`config.mk`:
```
export PLATFORM = sky130hd
export DESIGN_NAME = sched_event_ctrl
export DESIGN_NICKNAME = d
export VERILOG_FILES = /design/src/rtl/snn_ctrl_pkg.sv /design/src/rtl/sched_sweep_cnt.sv /design/src/rtl/sched_event_ctrl.sv
export SDC_FILE = /design/constraint.sdc
export NUM_CORES = 1
export LEC_CHECK = 0
export BUFFER_PORTS_ARGS = -buffer_cell sky130_fd_sc_hd__clkbuf_2
export CELL_PAD_IN_SITES_DETAIL_PLACEMENT = 1
export CELL_PAD_IN_SITES_GLOBAL_PLACEMENT = 1
export CORE_MARGIN = 8
export CORE_UTILIZATION = 33
export DETAILED_ROUTE_END_ITERATION = 10
export GPL_TIMING_DRIVEN = 0
export PLACE_DENSITY = 0.85
export SYNTH_ARGS = -nofsm -noshare
export SYNTH_HDL_FRONTEND = slang
export SYNTH_SLANG_ARGS = --single-unit
```
`constraint.sdc`:
```
create_clock -name CLK -period 1.8 [get_ports CLK]
set_input_delay 0.18 -clock CLK [delete_from_list [all_inputs] [get_ports CLK]]
set_output_delay 0.18 -clock CLK [all_outputs]
set_load 0.02 [all_outputs]
```
`src/rtl/snn_ctrl_pkg.sv`:
```
// Shared definitions for the AER scheduler sequencing controller:
// event type encodings, controller state encoding and word-count helper.
package snn_ctrl_pkg;

    localparam logic [1:0] VIRT_SPIKE = 2'b00;
    localparam logic [1:0] VIRT_TSTEP = 2'b01;

    typedef enum logic [2:0] {
        S_IDLE,
        S_WAIT,
        S_DECODE,
        S_PROC,
        S_TSTEP,
        S_DONE
    } state_t;

    function automatic int calc_words(input int outs, input int par);
        return outs / par;
    endfunction

endpackage

```
`src/rtl/sched_sweep_cnt.sv`:
```
// Post-neuron word sweep counter with enable, terminal flag and the
// synapse address (pre_addr * WORDS + word).
// Ports: clk, rst_n, clr (word <= 0), en (advance one word),
//        pre_addr (latched event address), word, last, syn_addr.
module sched_sweep_cnt
    import snn_ctrl_pkg::*;
#(
    parameter int WORDS  = 64,
    parameter int PRE_W  = 10,
    parameter int WORD_W = 8,
    parameter int SYN_W  = 16
) (
    input  logic              clk,
    input  logic              rst_n,
    input  logic              clr,
    input  logic              en,
    input  logic [PRE_W-1:0]  pre_addr,
    output logic [WORD_W-1:0] word,
    output logic              last,
    output logic [SYN_W-1:0]  syn_addr
);

    localparam logic [WORD_W-1:0] WORD_LAST = WORD_W'(WORDS - 1);

    assign last = (word == WORD_LAST);

    // Wrapping back to zero on the final word leaves the counter ready for
    // the next sweep even if no explicit clear arrives.
    always_ff @(posedge clk or negedge rst_n) begin
        if (!rst_n) begin
            word <= '0;
        end else if (clr) begin
            word <= '0;
        end else if (en) begin
            word <= last ? '0 : word + 1'b1;
        end
    end

    assign syn_addr = SYN_W'(pre_addr) * SYN_W'(WORDS) + SYN_W'(word);

endmodule

```
`src/rtl/sched_event_ctrl.sv`:
```
// Drains the AER scheduler FIFO and sequences per-event synapse sweeps and
// time-step markers across an inference window of TIME_STEP steps.
// Ports: CLK, RSTN, START, SCHED_EMPTY, SCHED_DATA_OUT, STALL in;
//        CTRL_SCHED_POP_N, CTRL_PRE_NEUR_ADDR, CTRL_POST_NEUR_WORD_ADDR,
//        CTRL_SYN_ADDR, CTRL_SYN_RE, CTRL_TSTEP, CTRL_TSTEP_END, BUSY, DONE,
//        ERR_ADDR out.
module sched_event_ctrl
    import snn_ctrl_pkg::*;
#(
    parameter int TIME_STEP                 = 8,
    parameter int INPUT_NEURON              = 784,
    parameter int OUTPUT_NEURON             = 256,
    parameter int POST_NEUR_PARALLEL        = 4,
    parameter int PRE_NEUR_ADDR_WIDTH       = 10,
    parameter int POST_NEUR_WORD_ADDR_WIDTH = 8,
    parameter int SYN_ARRAY_ADDR_WIDTH      = 16,
    parameter int AER_IN_WIDTH              = 12,
    localparam int TW = $clog2(TIME_STEP) + 1
) (
    input  logic                                 CLK,
    input  logic                                 RSTN,
    input  logic                                 START,
    input  logic                                 SCHED_EMPTY,
    input  logic [AER_IN_WIDTH-1:0]              SCHED_DATA_OUT,
    input  logic                                 STALL,
    output logic                                 CTRL_SCHED_POP_N,
    output logic [PRE_NEUR_ADDR_WIDTH-1:0]       CTRL_PRE_NEUR_ADDR,
    output logic [POST_NEUR_WORD_ADDR_WIDTH-1:0] CTRL_POST_NEUR_WORD_ADDR,
    output logic [SYN_ARRAY_ADDR_WIDTH-1:0]      CTRL_SYN_ADDR,
    output logic                                 CTRL_SYN_RE,
    output logic [TW-1:0]                        CTRL_TSTEP,
    output logic                                 CTRL_TSTEP_END,
    output logic                                 BUSY,
    output logic                                 DONE,
    output logic                                 ERR_ADDR
);

    localparam int WORDS = calc_words(OUTPUT_NEURON, POST_NEUR_PARALLEL);
    localparam logic [TW-1:0] TS_LAST = TW'(TIME_STEP - 1);

    state_t state, state_n;

    logic [1:0]                     ev_virts;
    logic [PRE_NEUR_ADDR_WIDTH-1:0] ev_addr;
    logic ev_ld, cnt_clr, cnt_en, last;
    logic win_clr, err_set, ts_inc;
    logic pop_n, re, ts_end;
    logic in_range;

    assign in_range = (32'(ev_addr) < INPUT_NEURON);

    always_ff @(posedge CLK or negedge RSTN) begin
        if (!RSTN) begin
            state <= S_IDLE;
        end else begin
            state <= state_n;
        end
    end

    always_comb begin
        state_n = state;
        pop_n   = 1'b1;
        ev_ld   = 1'b0;
        cnt_clr = 1'b0;
        cnt_en  = 1'b0;
        re      = 1'b0;
        ts_end  = 1'b0;
        ts_inc  = 1'b0;
        win_clr = 1'b0;
        err_set = 1'b0;
        unique case (state)
            S_IDLE, S_DONE: begin
                if (START) begin
                    win_clr = 1'b1;
                    state_n = S_WAIT;
                end
            end
            S_WAIT: begin
                if (!SCHED_EMPTY) begin
                    pop_n   = 1'b0;
                    ev_ld   = 1'b1;
                    state_n = S_DECODE;
                end
            end
            S_DECODE: begin
                if (ev_virts == VIRT_SPIKE && in_range) begin
                    cnt_clr = 1'b1;
                    state_n = S_PROC;
                end else if (ev_virts == VIRT_TSTEP) begin
                    state_n = S_TSTEP;
                end else begin
                    err_set = 1'b1;
                    state_n = S_WAIT;
                end
            end
            S_PROC: begin
                if (!STALL) begin
                    re     = 1'b1;
                    cnt_en = 1'b1;
                    if (last) state_n = S_WAIT;
                end
            end
            S_TSTEP: begin
                ts_end  = 1'b1;
                ts_inc  = 1'b1;
                state_n = (CTRL_TSTEP == TS_LAST) ? S_DONE : S_WAIT;
            end
            default: state_n = S_IDLE;
        endcase
    end

    always_ff @(posedge CLK or negedge RSTN) begin
        if (!RSTN) begin
            ev_virts <= '0;
            ev_addr  <= '0;
        end else if (ev_ld) begin
            ev_virts <= SCHED_DATA_OUT[AER_IN_WIDTH-1 -: 2];
            ev_addr  <= SCHED_DATA_OUT[PRE_NEUR_ADDR_WIDTH-1:0];
        end
    end

    always_ff @(posedge CLK or negedge RSTN) begin
        if (!RSTN) begin
            CTRL_TSTEP <= '0;
            ERR_ADDR   <= 1'b0;
        end else begin
            if (win_clr) CTRL_TSTEP <= '0;
            else if (ts_inc) CTRL_TSTEP <= CTRL_TSTEP + 1'b1;
            if (win_clr) ERR_ADDR <= 1'b0;
            else if (err_set) ERR_ADDR <= 1'b1;
        end
    end

    sched_sweep_cnt #(
        .WORDS  (WORDS),
        .PRE_W  (PRE_NEUR_ADDR_WIDTH),
        .WORD_W (POST_NEUR_WORD_ADDR_WIDTH),
        .SYN_W  (SYN_ARRAY_ADDR_WIDTH)
    ) u_cnt (
        .clk      (CLK),
        .rst_n    (RSTN),
        .clr      (cnt_clr),
        .en       (cnt_en),
        .pre_addr (ev_addr),
        .word     (CTRL_POST_NEUR_WORD_ADDR),
        .last     (last),
        .syn_addr (CTRL_SYN_ADDR)
    );

    assign CTRL_SCHED_POP_N   = pop_n;
    assign CTRL_PRE_NEUR_ADDR = ev_addr;
    assign CTRL_SYN_RE        = re;
    assign CTRL_TSTEP_END     = ts_end;
    assign BUSY = (state != S_IDLE) && (state != S_DONE);
    assign DONE = (state == S_DONE);

endmodule

```
==> results.toml <==
[synthesis]
synth_nets = 177
synth_cell_type_count = 44
yosys_warnings = 0
synth_edf_count = 0
synth_area_leaders = "dfrtp_1 44%, mux2_2 8.4%, xor2_1 4.9%"
yosysSeqAreaShare_pct = 43.5
ys_seq_elements = 28
synth_cells = 155
netlist_area_um2 = 1610
synth_top_cell_by_area = "dfrtp_1"
yosys_most_used_dff = "dfrtp_1"
synth_top_area_share_pct = 43.5
synth_async_sr_flop_share_pct = 100
avgSynthCellArea_um2 = 10.4

[hold_path]
holdPathStages = 2
hold_class = "in2reg"

[setup_path]
crit_chain = "ha_1 -> a21oi_1 -> nor2_2 -> nand3_1 -> xnor2_1 -> clkbuf_2"
regToRegSetupSlack_ns = 0.18
slowest_stage = "dfrtp_2"
startpoint_type = "register"
critPathRequiredTime_ns = 1.62
crit_buf_inv = 1
crit_family = "flip-flops"
worst-setup-path-type = "reg2out"
cp_num_cells = 6
worst_setup_path_end_kind = "output port"
cp_max_fo = 8
cp_data_arrival_time_ns = 1.90
rr_worst_depth = 5
cpPeakStageDelay_ns = 0.49

[clock_tree]
clock_latency_ns = 0.28
cts.clk_slew.worst_paths_ns = 0.10
cts-root-buf = "clkbuf_8"
clock-sinks = 28
cts_buffers = 3
htreeDepth = 1
cts_tree = "built"
clockBufferDepth = 2

[floorplanning]
die_w_um = 85.9
die-area_um2 = 7370
floorplan.initialDensity_pct = 34.1
die_height_um = 85.9
io-pin-count = 61
num_rows = 25
core_area_um2 = 4720

[final_layout]
drive_gt1_share_pct = 50.9
insertedDiodeCount = 0
fin_area_um2 = 2250
fin_cells = 297
area_delta_synth_final_pct = 39.6
final_util_pct = 47.6
nets = 253

[global_routing]
grt_overflow = 0
grt_pass1_wl_um = 7260
grt_max_degree = 29
grtUsageTotal_pct = 12.1
antenna_found_initial = 0
grt_pass1_vias = 1549

[routing]
drc_errors = 0
finalWirelength_um = 4500
drt_iter0_markers = 28
viasPerCell = 4.81
wl_met3_um = 268
ant_nets = 0
route.met2.wl_um = 2320
top_layer = "met4"
wl_met1_um = 1850
wire_per_inst_um = 15.1
first_pass_iters = 2
num_vias = 1430

[place]
pre_cts_slack_ns = -0.0868
place_area_um2 = 2010
place_congestion = 0.738
dp_cells = 282
io_buffers = 60
dp_hpwl_um = 3350

[sta]
period_minus_slack_ns = 2.08
final-max-slew-violation-count = 0
max_slew.worst_pin.slew_ns = 0.709
setup_viol = 8
hold-worst-slack_ns = 0.120
final_hold_viol_count = 0
min_period_over_period_pct = 116
grt_setup_unrepaired = "yes"
tns_ns = -1.80
fmax_mhz = 480
finClkSkew_ns = 0.00301
relSlewSlack_pct = 52.7
fin_ws_ns = -0.282

[power]
peakVddDrop_mv = 0.718
power_mw = 3.63
p_leak_nw = 1.09
power_density_nw_per_um2 = 1610

[status]
status = "complete, but fails checks"
failed_checks = "setup timing"

[run]
cap_violations = 0
## metal layers
metal  vias to the layer above  GRT usage, %
li1                        680             -
met2                        38          21.4
met1                       707          13.7
met5                         -             0
met3                         5          3.15
met4                         0          4.30
## registers in the layout (all words and copies together) (netlist names)
| signal | flops |
|---|---|
| CTRL_TSTEP | 4 |
| state | 3 |
| ERR_ADDR | 1 |
| CTRL_PRE_NEUR_ADDR | 10 |
| ev_virts | 2 |
| u_cnt.word | 8 |
## cell usage after synthesis, drive strengths merged, types with 2 or more instances
cell    n
a21oi   8
and3    2
buf    10
dfrtp  28
ha      4
inv     8
mux2   12
mux2i   3
nand2  13
nand3   7
nand4   2
nor2   13
nor2b   2
nor3    3
nor3b   2
nor4    3
o21ai   2
o32ai   2
or3     2
xnor2   5
xor2    9
## placed cells by master (no fill, tap or decap), types with 3 or more instances in the layout
| master | Yosys | layout |
|---|---|---|
| nand2_1 | 13 | 13 |
| dfrtp_1 | 28 | 24 |
| buf_6 | 1 | 4 |
| clkbuf_8 | 1 | 6 |
| a21oi_1 | 8 | 8 |
| xor2_1 | 9 | 8 |
| mux2i_1 | 3 | 3 |
| xnor2_1 | 5 | 5 |
| inv_1 | 7 | 6 |
| dfrtp_2 | 0 | 4 |
| nor2_1 | 13 | 11 |
| buf_4 | 8 | 18 |
| nand3_1 | 6 | 5 |
| clkbuf_2 | 0 | 55 |
| mux2_2 | 12 | 12 |
| ha_1 | 4 | 3 |
## cell families after synthesis
kind of cell	after synthesis	synth area share [%]
and+or+nand+nor	56	19.1
DFF	28	43.5
buffers and inverters	19	7.77
AOI/OAI and AO/OA	18	7.38
muxes	15	10.3
xor gates and xnor gates	14	7.61
adders and majority gates	5	4.35
## area by class of cell
| class | count | area [µm²] |
|---|---|---|
| clock buffers | 3 | 41.3 |
| flip-flops and latches | 28 | 706 |
| multi-input cells | 108 | 841 |
| fillers | 536 | 2470 |
| inverters | 8 | 35.0 |
| plain buffers | 11 | 93.8 |
| repair buffers | 71 | 418 |
| well taps | 67 | 83.8 |
| clock inverters | 1 | 30.0 |
## worst reg2reg max path, delay by kind of cell, from the launching register on
kind | cells | cell delay (ns)
DFF | 1 | 0.45
adders and majority gates | 1 | 0.22
and+or+nand+nor | 2 | 0.49
AOI/OAI and AO/OA | 2 | 0.36
## report_power, final
| part | total [mW] | internal, mW | switching (mW) |
|---|---|---|---|
| sequential | 1.19 | 0.862 | 0.325 |
| clock | 0.510 | 0.298 | 0.212 |
| combinational | 1.93 | 0.849 | 1.08 |
| total | 3.63 | 2.01 | 1.62 |
## path summary, 6_finish.rpt
path / startpoint / to
worst max-delay path: u_cnt.word[7]$_DFFE_PN0P_ / CTRL_SYN_ADDR[15]
worst min-delay path: SCHED_DATA_OUT[2] / CTRL_PRE_NEUR_ADDR[2]$_DFFE_PN0P_
worst max register to register: u_cnt.word[0]$_DFFE_PN0P_ / state[1]$_DFFE_PN0P_
worst min register to register: ev_virts[1]$_DFFE_PN0P_ / ev_virts[1]$_DFFE_PN0P_
max in group asynchronous: RSTN / state[2]$_DFFE_PN0P_
min in group asynchronous: RSTN / u_cnt.word[2]$_DFFE_PN0P_
## timing repair
item,CTS,global route
cloned,0,0
setup buffers,5,6
hold buffers,1,0
endpoints found under the hold margin,28,0
resized for setup,15,9
endpoints found under the setup margin,10,10
pin swaps,3,3
Power figures use the tool's default switching activity.
